### config.mk
export PLATFORM = sky130hd
export DESIGN_NAME = ps2_paddle_receiver
export DESIGN_NICKNAME = d
export VERILOG_FILES = /design/src/rtl/ps2_paddle_receiver.sv
export SDC_FILE = /design/constraint.sdc
export NUM_CORES = 1
export LEC_CHECK = 0
export ABC_AREA = 1
export CAP_MARGIN = 15
export CORE_UTILIZATION = 35
export DETAILED_ROUTE_END_ITERATION = 16
export PLACE_DENSITY = 0.49
export SYNTH_ARGS = -nofsm -noshare
export SYNTH_HDL_FRONTEND = slang
export SYNTH_SLANG_ARGS = --single-unit
export TNS_END_PERCENT = 5
### constraint.sdc
create_clock -name clk -period 1.89 [get_ports clk]
set_input_delay 0.378 -clock clk [delete_from_list [all_inputs] [get_ports clk]]
set_output_delay 0.378 -clock clk [all_outputs]
set_load 0.02 [all_outputs]
### src/rtl/ps2_paddle_receiver.sv
// ps2_paddle_receiver: PS/2 set-2 receiver driving active-low paddle buttons.
// Define PS2_GAME_KEYS_EN to add serve_n (Space) and start_n (Enter).
module ps2_paddle_receiver #(
  parameter int FILTER_LEN = 8,
  parameter int TIMEOUT = 5000
) (
  input  logic       clk,
  input  logic       rst,
  input  logic       ps2_clk,
  input  logic       ps2_data,
  output logic       p1p,
  output logic       p1m,
  output logic       p2p,
  output logic       p2m,
  output logic [7:0] code,
  output logic       code_valid,
  output logic       frame_err
`ifdef PS2_GAME_KEYS_EN
  ,
  output logic       serve_n,
  output logic       start_n
`endif
);
`ifdef PS2_GAME_KEYS_EN
  localparam int NK = 6;
`else
  localparam int NK = 4;
`endif
  localparam int FW = $clog2(FILTER_LEN + 1);
  localparam int TW = $clog2(TIMEOUT + 1);
  typedef enum logic [1:0] {IDLE, DATA, PARITY, STOP} state_t;
  state_t state_q, state_d;
  logic [1:0] clk_sync_q, dat_sync_q;
  logic flt_q, flt_d;
  logic [FW-1:0] fcnt_q, fcnt_d;
  logic [TW-1:0] tcnt_q, tcnt_d;
  logic [2:0] bit_q, bit_d;
  logic [7:0] sr_q, sr_d, code_q, code_d;
  logic par_q, par_d, valid_q, valid_d, err_q, err_d;
  logic ext_q, ext_d, brk_q, brk_d;
  logic [NK-1:0] keys_q, keys_d, hit;
  logic [3:0] pad_hit;
  logic diff, flip, strobe, din, timeout;
  assign din = dat_sync_q[1];
  assign diff = clk_sync_q[1] != flt_q;
  assign flip = diff && fcnt_q == FW'(FILTER_LEN - 1);
  assign fcnt_d = (!diff || flip) ? '0 : fcnt_q + 1'b1;
  assign flt_d = flip ? ~flt_q : flt_q;
  assign strobe = flip && flt_q;
  assign timeout = state_q != IDLE && !strobe && tcnt_q == TW'(TIMEOUT - 1);
  assign tcnt_d = (state_q == IDLE || strobe) ? '0 : tcnt_q + 1'b1;
  always_comb begin
    state_d = state_q;
    bit_d = bit_q;
    sr_d = sr_q;
    par_d = par_q;
    code_d = code_q;
    valid_d = 1'b0;
    err_d = 1'b0;
    if (timeout) begin
      state_d = IDLE;
      err_d = 1'b1;
    end else if (strobe)
      case (state_q)
        IDLE: if (!din) begin
          state_d = DATA;
          bit_d = '0;
        end
        DATA: begin
          sr_d = {din, sr_q[7:1]};
          bit_d = bit_q + 1'b1;
          state_d = bit_q == 3'd7 ? PARITY : DATA;
        end
        PARITY: begin
          par_d = din;
          state_d = STOP;
        end
        default: begin
          state_d = IDLE;
          valid_d = din && ^{sr_q, par_q};
          err_d = !valid_d;
          code_d = valid_d ? sr_q : code_q;
        end
      endcase
  end
  assign pad_hit = {ext_q && code_q == 8'h72, ext_q && code_q == 8'h75,
                    !ext_q && code_q == 8'h1B, !ext_q && code_q == 8'h1D};
`ifdef PS2_GAME_KEYS_EN
  assign hit = {!ext_q && code_q == 8'h5A, !ext_q && code_q == 8'h29, pad_hit};
`else
  assign hit = pad_hit;
`endif
  // a mapped key output takes the break flag: break releases (1), make presses (0)
  always_comb begin
    ext_d = ext_q;
    brk_d = brk_q;
    keys_d = keys_q;
    if (err_q) begin
      ext_d = 1'b0;
      brk_d = 1'b0;
    end else if (valid_q) begin
      ext_d = code_q == 8'hE0 || (ext_q && code_q == 8'hF0);
      brk_d = code_q == 8'hF0 || (brk_q && code_q == 8'hE0);
      keys_d = (keys_q & ~hit) | (hit & {NK{brk_q}});
    end
  end
  always_ff @(posedge clk)
    if (rst) begin
      clk_sync_q <= 2'b11;
      dat_sync_q <= 2'b11;
      flt_q <= 1'b1;
      fcnt_q <= '0;
      tcnt_q <= '0;
      state_q <= IDLE;
      bit_q <= '0;
      sr_q <= '0;
      par_q <= 1'b0;
      code_q <= '0;
      valid_q <= 1'b0;
      err_q <= 1'b0;
      ext_q <= 1'b0;
      brk_q <= 1'b0;
      keys_q <= '1;
    end else begin
      clk_sync_q <= {clk_sync_q[0], ps2_clk};
      dat_sync_q <= {dat_sync_q[0], ps2_data};
      flt_q <= flt_d;
      fcnt_q <= fcnt_d;
      tcnt_q <= tcnt_d;
      state_q <= state_d;
      bit_q <= bit_d;
      sr_q <= sr_d;
      par_q <= par_d;
      code_q <= code_d;
      valid_q <= valid_d;
      err_q <= err_d;
      ext_q <= ext_d;
      brk_q <= brk_d;
      keys_q <= keys_d;
    end
  assign {p2m, p2p, p1m, p1p} = keys_q[3:0];
`ifdef PS2_GAME_KEYS_EN
  assign {start_n, serve_n} = keys_q[5:4];
`endif
  assign code = code_q;
  assign code_valid = valid_q;
  assign frame_err = err_q;
endmodule

; After elaboration in Yosys (flattened, before gate mapping)
; Index checks and enable logic that the tools add are counted.
[word_totals]
ff_bits = 52
inputBits = 4
out_inout_bits = 14
wordCells = 83
[classes]
n_addsub = 3
eq_ne = 13
n_mux = 8
bitwise = 9
n_reduce_logical = 35
[op_table]
columns = op, n
row1 = $eq A8 B5 Y1 const B, 2
row2 = $eq A8 B7 Y1 const B, 2
row3 = $eq A8 B8 Y1 const B, 2
row4 = $add A13 B1 Y13 const B, 1
row5 = $eq A13 B13 Y1 const B, 1
row6 = $logic_and A1 B1 Y1, 11
row7 = $reduce_xor A9 Y1, 1
row8 = $and A4 B4 Y4, 2
row9 = $reduce_and A4 Y1, 2
row10 = $reduce_or A2 Y1, 4
row11 = $pmux W2 S3, 1
row12 = $pmux W3 S2, 1
row13 = $reduce_and A3 Y1, 2
row14 = $reduce_or A6 Y1, 1
row15 = $not A1 Y1, 5
row16 = $add A4 B1 Y4 const B, 1
row17 = $eq A4 B3 Y1 const B, 1
row18 = $logic_not A1 Y1, 4
row19 = $logic_or A1 B1 Y1, 4
row20 = $mux W2, 2
row21 = $not A4 Y4, 1
row22 = $or A4 B4 Y4, 1
row23 = $reduce_and A2 Y1, 2
row24 = $reduce_bool A2 Y1, 2
row25 = other kinds (10), 12

; Logic depth before layout (Yosys ltp)
; Gate-level depths: netlist of the first run.
[depth]
word_depth = 8
depth_mapped = 12
mapped_depth_nobuf = 12

; Least setup slack after synthesis of the first run
; Ideal clock, no wire load.
[synth_path]
path_kind = reg-to-reg
startpoint = reg fcnt_q[0]
endpoint = reg sr_q[6]
setup_time_ps = 119
t_arrival_ps = 1393
required_time_ps = 1771
setup_slack_ps = 377
stages_incl_launch_ff = 10
path_buffers = 1
synth_period_minus_slack_ps = 1513
path_cell_list = dfxtp_1 ha_1 nand2_1 nor2_1 nand3_2 inv_2 nand2_2 buf_2 o21ai_0 a21oi_1
[synth_between]
elab_chain_len = 8
[synth_rtl]
columns = item, line
row1 = from (decl), 35  ; logic [FW-1:0] fcnt_q, fcnt_d;
row2 = from (signal assigned), 128  ; fcnt_q <= fcnt_d;
row3 = $eq A4 B3 Y1 (*), 46  ; assign flip = diff && fcnt_q == FW'(FILTER_LEN - 1);
row4 = $logic_and A1 B1 Y1 (*), 46
row5 = $logic_and A1 B1 Y1 (*), 49  ; assign strobe = flip && flt_q;
row6 = $logic_not A1 Y1, 50  ; assign timeout = state_q != IDLE && !strobe && tcnt_q == TW'(TIMEOUT - 1);
row7 = $logic_and A1 B1 Y1 (2 in a row), 50
row8 = $not A1 Y1 (no source line), -
row9 = $reduce_and A3 Y1 (no source line) (*), -
row10 = to (signal assigned), 132  ; sr_q <= sr_d;
row11 = to (decl), 38  ; logic [7:0] sr_q, sr_d, code_q, code_d;
; Mark *: on every way between the ends. The rest lies on a longest branch, timed or not.
; A chain may end at the register's enable or synchronous reset.

; Worst setup path in the final report of the first run
[layout_path]
startpoint = reg code_q[0], in the netlist code[0]
endpoint = out code[0]
[layout_rtl]
columns = item, line
row1 = from (decl), 38
row2 = from (signal assigned), 134  ; code_q <= code_d;
row3 = to (decl), 15  ; output logic [7:0] code,
; No word-level cell between the ends.

==> impl_metrics.yaml, run 1 <==
outcome:
  status: "finished, final reports clean"
detailed_routing:
  vias: 2156
  vias_per_cell: 4.60
  route.final.wire_length_mm: 5.01
  first_pass_iters: 5
  detail-route-antenna-nets: 0
  drt_iter0_drc: 69
  drc: 0
  wl_per_cell_um: 10.7
worst_setup_path:
  slowest_delay_ns: 0.63
  crit_chain: "clkdlybuf4s50_1"
  cpMaxStageDelayCell: "clkdlybuf4s50_1"
  crit_fanout: 6
  critical_path.top_delay_family: "buffers and inverters"
  cp-start-kind: "flop"
  critPathBufInv: 1
  endpoint_kind: "output port"
  cp_data_required_time_ns: 1.51
  critPathArrivalTime_ns: 1.37
  critPathKind: "reg2out"
timing:
  fmax_ghz: 0.573
  rsz0062_at_grt: "false"
  worst_slack_ns: 0.143
  clock_skew_ns: 0.00889
  finalHoldViolations: 0
  slew_viol_final: 0
  worst_slew_pin_slew_ns: 0.381
  timing.final.crit_share_pct: 92.4
  setup_viol_count_final: 0
  finalSetupTns_ns: 0
  max_slew_margin_pct: 74.2
  finalCriticalPeriod_ns: 1.75
power:
  powerDensity_nw_per_um2: 657
  ir_worst_vdd_v: 0.000236
  leakage_uw: 0.00119
die:
  initial_core_util_pct: 36.4
  ioPinCount: 18
  die_area_um2: 7460
  core_area_um2: 6830
  fp.dieW_um: 86.3
  placementRows: 30
  die_h_um: 86.3
layout:
  fillers: 744
  final_cell_count_no_fill: 469
  areaGrowthSynthToFinish_pct: 17.0
  final_cell_mix: "nand2_1 (76), dfxtp_1 (52), inv_1 (45)"
  finalNetCount: 385
  final_common_cell: "nand2_1"
  stdcell_area_um2: 2910
  antennaDiodeCount: 0
  drive_gt1_share_pct: 7.51
clock_network:
  cts_root_buffer: "clkbuf_8"
  clock_sinks: 52
  cts_resized: 0
  clk_pin_slew_ns: 0.09
  clock_latency_ns: 0.31
  cts_tree: "yes"
  h-tree-depth: 2
  cts_buffer_depth: 2
  post-cts-setup-buffers: 0
  hold_buffers: 0
  cts_made_buffers: 5
hold_path:
  hp-class: "reg2reg"
synth:
  syn_nets: 362
  syn_area_per_cell_um2: 7.13
  synth_seq_area_share_pct: 41.8
  ys_warn_count: 0
  syn_area_um2: 2490
  synth.distinct_cells: 31
  ys_ff_latch: 52
  syn-instance-count: 349
global_route:
  grt_pass1_vias: 1982
  grt_pass1_wl_mm: 8.82
  grt_start_max_net_pins: 23
  grt_use_met1_pct: 19.3
  grt_use_met3_pct: 3.43
  grt_busiest_layer: "met2"
  antenna_found_initial: 0
  grt_use_met2_pct: 24.8
  grt.total_usage_pct: 14.8
  grt.overflow.total: 0
place:
  portBuffers: 17
  dpl.cell_count: 461
  gp_congestion: 0.784
  dp_slack_ns: 0.00102
  place_area_um2: 2790
  dp_hpwl_mm: 3.80
job:
  maxCapViolCount: 0
==> logic make-up (layout without fill, tap and decap cells) <==
group,count (synthesis),in the layout,synth area share (%)
adders and majority gates,9,9,4.52
AOI/OAI and AO/OA,56,56,11.7
xor gates and xnor gates,5,5,1.76
and+or+nand+nor,174,174,32.2
DFF,52,52,41.8
buffers and inverters,53,77,8.04
==> routing by layer <==
layer / part of all wire, % / wire length (µm)
met4: 1.0 / 51
met2: 43 / 2180
met1: 53 / 2640
met3: 2.9 / 146
met5: 0 / 0
==> registers in the layout, indices dropped and copies added, names as in the netlist, named ones only <==
name        flops
code_valid      1
par_q           1
fcnt_q          4
bit_q           3
code            8
dat_sync_q      2
tcnt_q         13
clk_sync_q      2
brk_q           1
sr_q            8
ext_q           1
state_q         2
frame_err       1
flt_q           1
==> cell type report <==
| cell class | instances | area (µm²) | area share [%] |
|---|---|---|---|
| clock buffers | 6 | 72.6 | 2.49 |
| inverters | 48 | 180 | 6.18 |
| flip-flops and latches | 52 | 1040 | 35.7 |
| repair buffers | 21 | 200 | 6.87 |
| clock inverters | 2 | 38.8 | 1.33 |
| well taps | 96 | 120 | 4.12 |
| multi-input cells | 244 | 1260 | 43.3 |
==> through the flow <==
step / hold slack (ns) / total power, µW / util (%)
4_1_cts: 0.426 / 1950 / 42.5
6_report: 0.421 / 1920 / 42.7
5_1_grt: 0.454 / 2000 / 42.7
3_5_place_dp: 0.397 / 1170 / 40.8
2_1_floorplan: 0.389 / 1150 / -
3_3_place_gp: 0.409 / 1170 / 40.8
==> synth_stat cells (all sizes together) <==
| cell | instances | area (µm²) |
|---|---|---|
| nand3b | 2 | 15.0 |
| nor3 | 9 | 45.0 |
| o21ai | 24 | 120 |
| o211ai | 1 | 7.51 |
| nand4 | 12 | 75.1 |
| or2 | 4 | 25.0 |
| ha | 9 | 113 |
| nor4 | 5 | 31.3 |
| xnor2 | 1 | 8.76 |
| clkbuf | 1 | 3.75 |
| a21oi | 28 | 140 |
| inv | 48 | 180 |
| nand2 | 79 | 304 |
| a31oi | 1 | 6.26 |
| xor2 | 4 | 35.0 |
| a211oi | 1 | 7.51 |
| and3 | 1 | 6.26 |
| nand3 | 14 | 80.1 |
| nor2 | 46 | 204 |
| dfxtp | 52 | 1040 |
| buf | 4 | 16.3 |
| nor4b | 1 | 8.76 |
| a2bb2oi | 1 | 8.76 |
| nor3b | 1 | 7.51 |
==> report_power, final <==
group,switching (µW),internal [µW],total (µW)
logic,23.4,17.1,40.5
clock network,373,400,774
registers,2.04,1100,1100
total,399,1520,1920
==> path summary, 6_finish.rpt <==
| path | from | endpoint | slack, ns | cells past startpoint |
|---|---|---|---|---|
| setup / recovery | code[0] | code[0] | 0.14 | 1 |
| hold / removal | clk_sync_q[0] | clk_sync_q[1] | 0.42 | 1 |
| setup reg to reg | fcnt_q[0] | code[5] | 0.20 | 9 |
| hold reg to reg | clk_sync_q[0] | clk_sync_q[1] | 0.42 | 1 |
==> worst reg2reg max path, delay by kind of cell (launching register included) <==
kind,cells,cell delay (ns)
buffers and inverters,1,0.10
DFF,1,0.37
adders and majority gates,1,0.18
and+or+nand+nor,7,0.99
No activity file was read; power rests on OpenSTA's default activity.
==> run 2: changes to the inputs <==
--- a/config.mk
+++ b/config.mk
@@ -5,7 +5,6 @@
 export SDC_FILE = /design/constraint.sdc
 export NUM_CORES = 1
 export LEC_CHECK = 0
-export ABC_AREA = 1
 export CAP_MARGIN = 15
 export CORE_UTILIZATION = 35
 export DETAILED_ROUTE_END_ITERATION = 16
==> run 2 against run 1 <==
Net effect: the run now ends with DRC left; register-to-register slack worse by 0.12 ns; fmax is 3.4% lower; first-iteration DRC count grew 1.4%; combinational power fell by 10%; clock power down 19%; global-route usage shrank 1.8 points; clock skew is essentially flat; wire length fell by 14%; cell count fell by 25%; power decreased by 7.7%; largest cell class unchanged; largest power group unchanged.
==> impl_metrics.yaml, run 2 <==
job:
  maxCapViolCount: 0
synth:
  syn_area_per_cell_um2: 9.81
  synth_most_common_cell: "dfxtp_1"
  ys.flop_type: "dfxtp_1"
  yosys.area.top_type_share_pct: 43.7
  ys_ff_latch: 52
  ys_warn_count: 0
  synth.distinct_cells: 46
  async_reset_ff_share_pct: 0
  syn_area_um2: 2380
  syn_nets: 256
  synth_seq_area_share_pct: 43.7
  netlist_top_cells_area: "dfxtp_1 (44%), mux2i_1 (7.6%), nor2_1 (5.4%)"
  synth_top_area_cell: "dfxtp_1"
  synth_edf_count: 0
  syn-instance-count: 243
  synth_common_cells: "dfxtp_1 (52), nor2_1 (34), mux2i_1 (18), nand2_1 (15)"
worst_setup_path:
  cp_data_required_time_ns: 2.13
  endpoint_kind: "flop"
  critical_path.top_delay_family: "XOR/XNOR gates"
  slowest_delay_ns: 0.45
  crit_chain: "xor2_1 -> xnor3_2 -> xnor2_2 -> nor3_4 -> buf_12 -> mux2i_1"
  crit_fanout: 8
  critPathKind: "reg2reg"
  critPathBufInv: 1
  critPathArrivalTime_ns: 2.05
  cpMaxStageDelayCell: "xnor3_2"
  cp-start-kind: "flop"
place:
  dpl.cell_count: 342
  dp_slack_ns: 0.0978
  place_area_um2: 2710
  portBuffers: 17
  gp_congestion: 0.700
  dp_hpwl_mm: 3.08
layout:
  final_cell_count_no_fill: 350
  areaGrowthSynthToFinish_pct: 17.7
  final_common_cell: "dfxtp_1"
  stdcell_area_um2: 2810
  top_register: "tcnt_q"
  drive_gt1_share_pct: 13.2
  finalNetCount: 285
  largest_reg_flops: 13
  antennaDiodeCount: 0
  final_cell_mix: "dfxtp_1 (52), nor2_1 (34), mux2i_1 (18)"
clock_network:
  cts_root_buffer: "clkbuf_8"
  clk_pin_slew_ns: 0.10
  cts_made_buffers: 5
  cts_tree: "yes"
  hold_buffers: 0
  h-tree-depth: 2
  clock_sinks: 52
  cts_buffer_depth: 2
  clock_latency_ns: 0.30
timing:
  finalCriticalPeriod_ns: 1.81
  slew_viol_final: 0
  clock_skew_ns: 0.00854
  worst_slack_ns: 0.0818
  timing.final.crit_share_pct: 95.7
  finalSetupTns_ns: 0
  fmax_ghz: 0.553
  worst_slew_pin_slew_ns: 0.469
  rsz0062_at_grt: "false"
  max_slew_margin_pct: 68.7
  setup_viol_count_final: 0
  finalHoldViolations: 0
global_route:
  grt.total_usage_pct: 13.1
  grt_start_max_net_pins: 28
  antenna_found_initial: 0
  grt_pass1_vias: 1619
  grt.overflow.total: 0
  grt_pass1_wl_mm: 7.45
detailed_routing:
  wl_per_cell_um: 12.3
  drc: 1
  vias: 1681
  drt_iter0_drc: 70
  first_pass_iters: 12
  route.final.wire_length_mm: 4.29
  detail-route-antenna-nets: 0
  vias_per_cell: 4.80
power:
  leakage_uw: 0.00103
  powerDensity_nw_per_um2: 630
  ir_worst_vdd_v: 0.000419
  p_total_uw: 1770
die:
  fp.dieW_um: 84.5
  initial_core_util_pct: 36.9
  core_area_um2: 6460
  placementRows: 29
  die_h_um: 84.5
  ioPinCount: 18
  die_area_um2: 7150
hold_path:
  hp-class: "reg2reg"
outcome:
  status: "finished, violations left"
  violations: "DRC"
==> run 2: cell count changes after synthesis, sizes merged, moves of 9 or more <==
| cell | change |
|---|---|
| nor2 | -11 |
| nand2 | -64 |
| inv | -42 |
| o21ai | -21 |
| a21oi | -19 |
| or2b | +15 |
| mux2i | +18 |
| nand3 | -9 |
| nand4 | -9 |
==> run 2: worst paths after layout <==
check	startpoint	end	slack (ns)	depth (start not counted)
hold reg to reg	clk_sync_q[0]	clk_sync_q[1]	0.41	1
setup / recovery	sr_q[3]	code[7]	0.08	6
setup reg to reg	sr_q[3]	code[7]	0.08	6
hold / removal	clk_sync_q[0]	clk_sync_q[1]	0.41	1
==> run 2: kinds of logic (layout without fill, tap and decap cells) <==
kind of cell	after synthesis	in the layout	synth area share [%]
AND/OR/NAND/NOR	108	108	25.3
flip-flops	52	52	43.7
AO/OA/AOI/OAI	24	24	6.93
XOR/XNOR	19	19	8.71
multiplexers	18	18	7.55
buffers and inverters	13	43	3.15
adder cells (fa/ha/maj)	9	9	4.72
==> run 2: stage by stage <==
step | util [%] | hold slack, ns
6_report | 43.5 | 0.410
3_5_place_dp | 42.0 | 0.389
4_1_cts | 43.3 | 0.413
3_3_place_gp | 42.0 | 0.389
2_1_floorplan | - | 0.383
5_1_grt | 43.5 | 0.417
==> run 2: final cells by class <==
class | count | area (µm²)
fillers | 642 | 3650
multi-input cells | 178 | 1280
flip-flops and latches | 52 | 1040
repair buffers | 28 | 265
well taps | 77 | 96.3
clock buffers | 5 | 68.8
inverters | 7 | 40.0
clock inverters | 3 | 18.8
==> run 2: what timing repair did <==
| action | in CTS | in global routing |
|---|---|---|
| buffers inserted | 0 | 0 |
| resized for setup | 0 | 1 |
| endpoints found under the setup margin | 0 | 1 |
==> run 2: metal layers <==
metal  track usage [%]  vias up  share of wire (%)
met2              20.3       18                 43
met5                 0        -                  0
met1              17.8      775                 53
li1                  -      883                  -
met4              4.16        0                1.2
met3              3.24        5                2.8
==> run 2: power breakdown <==
group / internal (µW) / switching (µW)
Sequential: 1100 / 2.74
Combinational: 16.8 / 19.5
Clock: 259 / 370
Total: 1380 / 392
==> run 2: worst reg2reg max path, cell delays in order (launching register included) <==
cell and delay (ns):
dfxtp_1 0.40, xor2_1 0.16, xnor3_2 0.45, xnor2_2 0.19
nor3_4 0.21, buf_12 0.16, mux2i_1 0.18
